<file path="src/rtl/synchronizer_bank.sv">
// synchronizer_bank: multi-channel level synchroniser for asynchronous inputs
// entering the clk domain. Every channel has a DEPTH-flop chain, a registered
// output level q, and single-cycle rise/fall pulses derived from the value q
// is about to load. `changed` is the OR of all pulses, registered with them.
//
// Optional glitch filter, enabled by defining SYNCHRONIZER_BANK_FILTER_EN:
// q[i] only follows the synchronised level once it has differed from q[i]
// for FILTER_CYCLES consecutive cycles. With FILTER_CYCLES=1 the filtered
// build behaves cycle-for-cycle like the unfiltered one.
//
// Reset is synchronous and active-high. It dominates every other update.
// The chain, q and the filter reference all load RESET_VAL, so release never
// produces a spurious edge pulse.
module synchronizer_bank #(
  parameter int               WIDTH         = 4,
  parameter int               DEPTH         = 2,
  parameter int               FILTER_CYCLES = 4,
  parameter logic [WIDTH-1:0] RESET_VAL     = '0
) (
  input  logic             clk,
  input  logic             reset,
  input  logic [WIDTH-1:0] d,
  output logic [WIDTH-1:0] q,
  output logic [WIDTH-1:0] rise,
  output logic [WIDTH-1:0] fall,
  output logic             changed
);

  // Synchroniser chain. Kept free of logic between stages so the flops
  // can be placed back-to-back for metastability resolution.
  (* preserve *) logic [WIDTH-1:0] stage_q [DEPTH];
  logic [WIDTH-1:0] s;

  logic [WIDTH-1:0] q_q, q_d;
  logic [WIDTH-1:0] rise_q, rise_d;
  logic [WIDTH-1:0] fall_q, fall_d;
  logic             changed_q, changed_d;

  // Shift the asynchronous inputs through the chain.
  always_ff @(posedge clk) begin
    if (reset) begin
      for (int k = 0; k < DEPTH; k++) begin
        stage_q[k] <= RESET_VAL;
      end
    end else begin
      stage_q[0] <= d;
      for (int k = 1; k < DEPTH; k++) begin
        stage_q[k] <= stage_q[k-1];
      end
    end
  end

  assign s = stage_q[DEPTH-1];

`ifdef SYNCHRONIZER_BANK_FILTER_EN
  localparam int CW = $clog2(FILTER_CYCLES + 1);
  localparam logic [CW-1:0] CNT_LAST = CW'(FILTER_CYCLES - 1);

  logic [CW-1:0] cnt_q [WIDTH];
  logic [CW-1:0] cnt_d [WIDTH];

  // Filter: count consecutive cycles of disagreement between s and q.
  // q accepts s once the disagreement has lasted FILTER_CYCLES cycles.
  always_comb begin
    q_d = q_q;
    for (int i = 0; i < WIDTH; i++) begin
      cnt_d[i] = '0;
      if (s[i] != q_q[i]) begin
        if (cnt_q[i] == CNT_LAST) begin
          q_d[i] = s[i];
        end else begin
          cnt_d[i] = cnt_q[i] + CW'(1);
        end
      end
    end
  end

  // Filter counters. Reset discards any partially accumulated count.
  always_ff @(posedge clk) begin
    if (reset) begin
      for (int i = 0; i < WIDTH; i++) begin
        cnt_q[i] <= '0;
      end
    end else begin
      for (int i = 0; i < WIDTH; i++) begin
        cnt_q[i] <= cnt_d[i];
      end
    end
  end
`else
  // The plain path: q follows the last chain stage every cycle.
  // FILTER_CYCLES has no meaning without the filter.
  logic unused_cfg;
  assign unused_cfg = (FILTER_CYCLES > 0);

  // The plain path needs no state of its own. q loads s every cycle.
  always_comb begin
    q_d = s;
  end
`endif

  // Edge detection on the value q is about to load. The pulses then line up
  // with the first cycle q shows its new level.
  always_comb begin
    rise_d    = q_d & ~q_q;
    fall_d    = ~q_d & q_q;
    changed_d = |(rise_d | fall_d);
  end

  // Output registers for the level, the edge pulses and the summary flag.
  always_ff @(posedge clk) begin
    if (reset) begin
      q_q       <= RESET_VAL;
      rise_q    <= '0;
      fall_q    <= '0;
      changed_q <= 1'b0;
    end else begin
      q_q       <= q_d;
      rise_q    <= rise_d;
      fall_q    <= fall_d;
      changed_q <= changed_d;
    end
  end

  assign q       = q_q;
  assign rise    = rise_q;
  assign fall    = fall_q;
  assign changed = changed_q;

endmodule

</file>
<file path="config.mk">
export PLATFORM = sky130hd
export DESIGN_NAME = synchronizer_bank
export DESIGN_NICKNAME = d
export VERILOG_FILES = /design/src/rtl/synchronizer_bank.sv
export SDC_FILE = /design/constraint.sdc
export NUM_CORES = 1
export LEC_CHECK = 0
export ABC_AREA = 1
export BUFFER_PORTS_ARGS = -buffer_cell sky130_fd_sc_hd__buf_2
export CORE_MARGIN = 1.5
export CORE_UTILIZATION = 52
export DETAILED_ROUTE_END_ITERATION = 7
export PLACE_DENSITY = 0.79
export SYNTH_ARGS = -nofsm -noshare
export SYNTH_HDL_FRONTEND = slang
export SYNTH_SLANG_ARGS = --single-unit
</file>
<file path="constraint.sdc">
create_clock -name clk -period 1.5 [get_ports clk]
set_input_delay 0.3 -clock clk [delete_from_list [all_inputs] [get_ports clk]]
set_output_delay 0.3 -clock clk [all_outputs]
set_load 0.02 [all_outputs]
</file>
* Yosys cells after proc, flatten, opt, wreduce, memory -nomap -nowiden
Memory sizes are Yosys's and may differ from the RTL's.
Cells that the tools add are included.
** Word-level totals
- Register bits after elaboration :: 13
- Bits in writable memories :: 8
- Memories :: 1
** Operators by class
- Mux-type cells :: 5
- Bitwise gates (word level) :: 7
- Reductions and logical operators :: 1
** Memory list
- stage_q :: depth 2, width 4, read ports 2, clocked after memory_dff 0, wr ports 2, RTL line 31 : (* preserve *) logic [WIDTH-1:0] stage_q [DEPTH];
** Operator list (count)
- 4-bit AND :: 2
- 4-bit two-way mux :: 2
- 4-bit NOT :: 2
- 4-bit OR :: 1
- 4-bit OR reduction :: 1
- 1-bit two-way mux :: 3
- 1-bit OR :: 2

* Depth between registers and ports, before layout
An unclocked memory read counts as a cell.
- Word-level depth :: 5
- Gate-level depth with buffers :: 5
- Depth with buffers taken out :: 5

* Worst setup path after synthesis
No wires, ideal clock.
- Path kind :: flip-flop to flip-flop
- Start :: reg q_q[0], in the netlist q[0]
- End :: reg changed_q, in the netlist changed
- Setup time :: 0.112 ns
- Arrival time :: 0.938 ns
- Data required time :: 1.388 ns
- Setup slack :: 0.450 ns
- Stages on the path, launching flop included :: 6
- Buffers on the path :: 0
- Cells stage by stage :: dfxtp_1 inv_1 ha_1 nand2_1 nor2_1 nor2_1
** Between the ends
- Word-level cells in the longest chain between the ends :: 4
- Elaborated cells between the ends (all ways) :: 5
- Those cells by class :: 4 x bitwise; 1 x reduce/logical
** RTL lines
- start, declared :: RTL line 34 : logic [WIDTH-1:0] q_q, q_d;
- start signal, assigned :: RTL line 118 : q_q <= q_d;
- 4-bit NOT :: RTL line 105 : rise_d = q_d & ~q_q;
- 4-bit AND :: RTL line 105
- 4-bit OR * :: RTL line 107 : changed_d = |(rise_d | fall_d);
- 4-bit OR reduction * :: RTL line 107
- end signal, assigned :: RTL line 121 : changed_q <= changed_d;
- end, declared :: RTL line 37 : logic changed_q, changed_d;
Mark *: on every way between the ends. The rest lies on a longest branch, timed or not.
A chain may end at the register's enable or synchronous reset.

* Worst setup path after layout
- Start :: reg q_q[3], in the netlist q[3]
- End :: out q[3]
** RTL lines
- end, declared :: RTL line 23 : output logic [WIDTH-1:0] q,
No word-level cell between the ends.

==> impl_metrics.tcl <==
set metrics [dict create \
    antenna_found_initial 0 \
    coreArea_mm2 0.00130 \
    start_kind "flop" \
    top_usage_layer "met2" \
    grt_first_pass_wirelength_mm 1.32 \
    via_count 468 \
    setup_tns_ps 0 \
    first_iter_violations 1 \
    syn_area_um2 723 \
    setup_viol 0 \
    finalNetCount 114 \
    crit_fanout 3 \
    dp.cells 110 \
    period_minus_slack_ps 1150 \
    stdcell_area_um2 837 \
    ir_worst_vdd_mv 0.718 \
    wl_per_cell_um 7.69 \
    cp.arrival_ps 850 \
    drc 0 \
    place_hpwl_um 640 \
    wirelength_um 877 \
    ant_nets 0 \
    grt_max_degree 22 \
    htree_levels 1 \
    cts_buffers 3 \
    p_leak_nw 0.443 \
    ys_ff_latch 21 \
    port_buffers 18 \
    viasPerCell 4.11 \
    rsz0062_at_grt "no" \
    first_global_vias 331 \
    yosysWarnings 0 \
    cts-hold-fix-buffers 0 \
    status "complete, no violations" \
    place_area_um2 810 \
    p_int_w 0.000701 \
    met3_usage 0.0556 \
    holdWs_ps 191 \
    drtPass1Iterations 2 \
    critPathMaxStageDelay_ps 380 \
    maxCapViolations 0 \
    skew_ps 4.82 \
    areaGrowthSynthToFinish_pct 15.7 \
    ys_types 6 \
    p_comb_frac 0.072 \
    syn_nets 93 \
    num_antenna_cells 0 \
    ios 19 \
    fp.dieArea_mm2 0.00162 \
    cts_resized 0 \
    final_layout_size_suffix_gt1_frac 0.222 \
    tightest_slew_ps 328 \
    rows 13 \
    syn-instance-count 79 \
    cts-root-buf "clkbuf_4" \
    worstHoldPathType "in2reg" \
    p_sw_w 0.000210 \
    die_width_um 40.3 \
    relSlewSlack 0.781 \
    finalPower_w 0.000911 \
    clk_pin_slew_ps 110 \
    power_per_cell_area_mw_per_mm2 1090 \
    cts_tree "yes" \
    track_usage 0.132 \
    required_ps 1200 \
    pwr-share-clk 0.286 \
    place_congestion 0.674 \
    period_share 0.765 \
    crit_type "reg2out" \
    crit_path_end_kind "output port" \
    met2_usage 0.210 \
    hold_viol_final 0 \
    syn_area_per_cell_um2 9.15 \
    slowest_stage "dfxtp_1" \
    slew_viol_final 0 \
    gr-usage-met1 0.136 \
    fmax_mhz 871 \
    sw_frac_of_total 0.230 \
    initial_core_util 0.556 \
    fill_cells 119 \
    yosysSeqAreaShare 0.581 \
    cts_sinks 21 \
    critPathTopFamily "flip-flops" \
    crit_chain "buf_2" \
    seqPwrFrac 0.642 \
    post-cts-setup-buffer-count 0 \
    die_y_um 40.3 \
    path_buf_inv 1 \
    clk_path_buf_depth 2 \
    overflow 0 \
    clk_latency_ps 300 \
    layoutNonFillerInstCount 114 \
]
cells in the mapped netlist, drive strengths merged:
master / n / area [um^2]
inv: 24 / 90.1
nor2: 22 / 82.6
dfxtp: 21 / 420
ha: 8 / 100
buf: 2 / 22.5
nand2: 2 / 7.51
metrics by stage:
step / util / setup slack, ps
2_1_floorplan: - / 450
3_3_place_gp: 0.622 / 546
3_5_place_dp: 0.622 / 508
4_1_cts: 0.643 / 342
5_1_grt: 0.643 / 317
6_report: 0.643 / 352
layout by cell type (no fill, tap or decap):
master,netlist,final
nor2_1,22,22
inv_1,24,24
clkbuf_4,0,3
dfxtp_1,21,21
buf_2,0,18
ha_1,8,8
nand2_1,2,2
clkinv_2,0,1
flip-flops by register name, summed over array words and instances, names as in the netlist:
register,flops
changed,1
fall,4
q,4
stage_q,8
rise,4
power by group through the flow:
stage,logic (W),registers [W],clock network (W)
2_1_floorplan,0.0000360,0.000610,0
3_3_place_gp,0.0000641,0.000597,0
3_5_place_dp,0.0000661,0.000597,0
4_1_cts,0.0000669,0.000585,0.000272
5_1_grt,0.0000756,0.000587,0.000290
6_report,0.0000654,0.000585,0.000261
worst paths after layout:
path	from	slack, ps	cells past startpoint	endpoint
max	q[3]	350	1	q[3]
min	d[1]	190	3	stage_q[0][1]
max reg2reg	q[3]	490	5	changed
min reg2reg	stage_q[0][2]	410	2	stage_q[0][6]
cell families after synthesis:
family | share of synthesized area
buf+inv | 0.156
simple gates | 0.125
flops | 0.581
fa+ha+maj | 0.138
final cells by class:
cell class | count | area, um^2 | share of cell area
Clock inverter | 1 | 5.00 | 0.00598
Tap cell | 15 | 18.8 | 0.0224
Multi-Input combinational cell | 32 | 190 | 0.227
Clock buffer | 3 | 22.5 | 0.0269
Inverter | 24 | 90.1 | 0.108
Sequential cell | 21 | 420 | 0.502
Timing Repair Buffer | 18 | 90.1 | 0.108
layer usage:
metal	share of wire	up-vias
li1	-	257
met3	0.081	4
met4	0.029	0
met1	0.43	192
met2	0.46	15
met5	0	-
No activity file was read; power rests on OpenSTA's default activity.
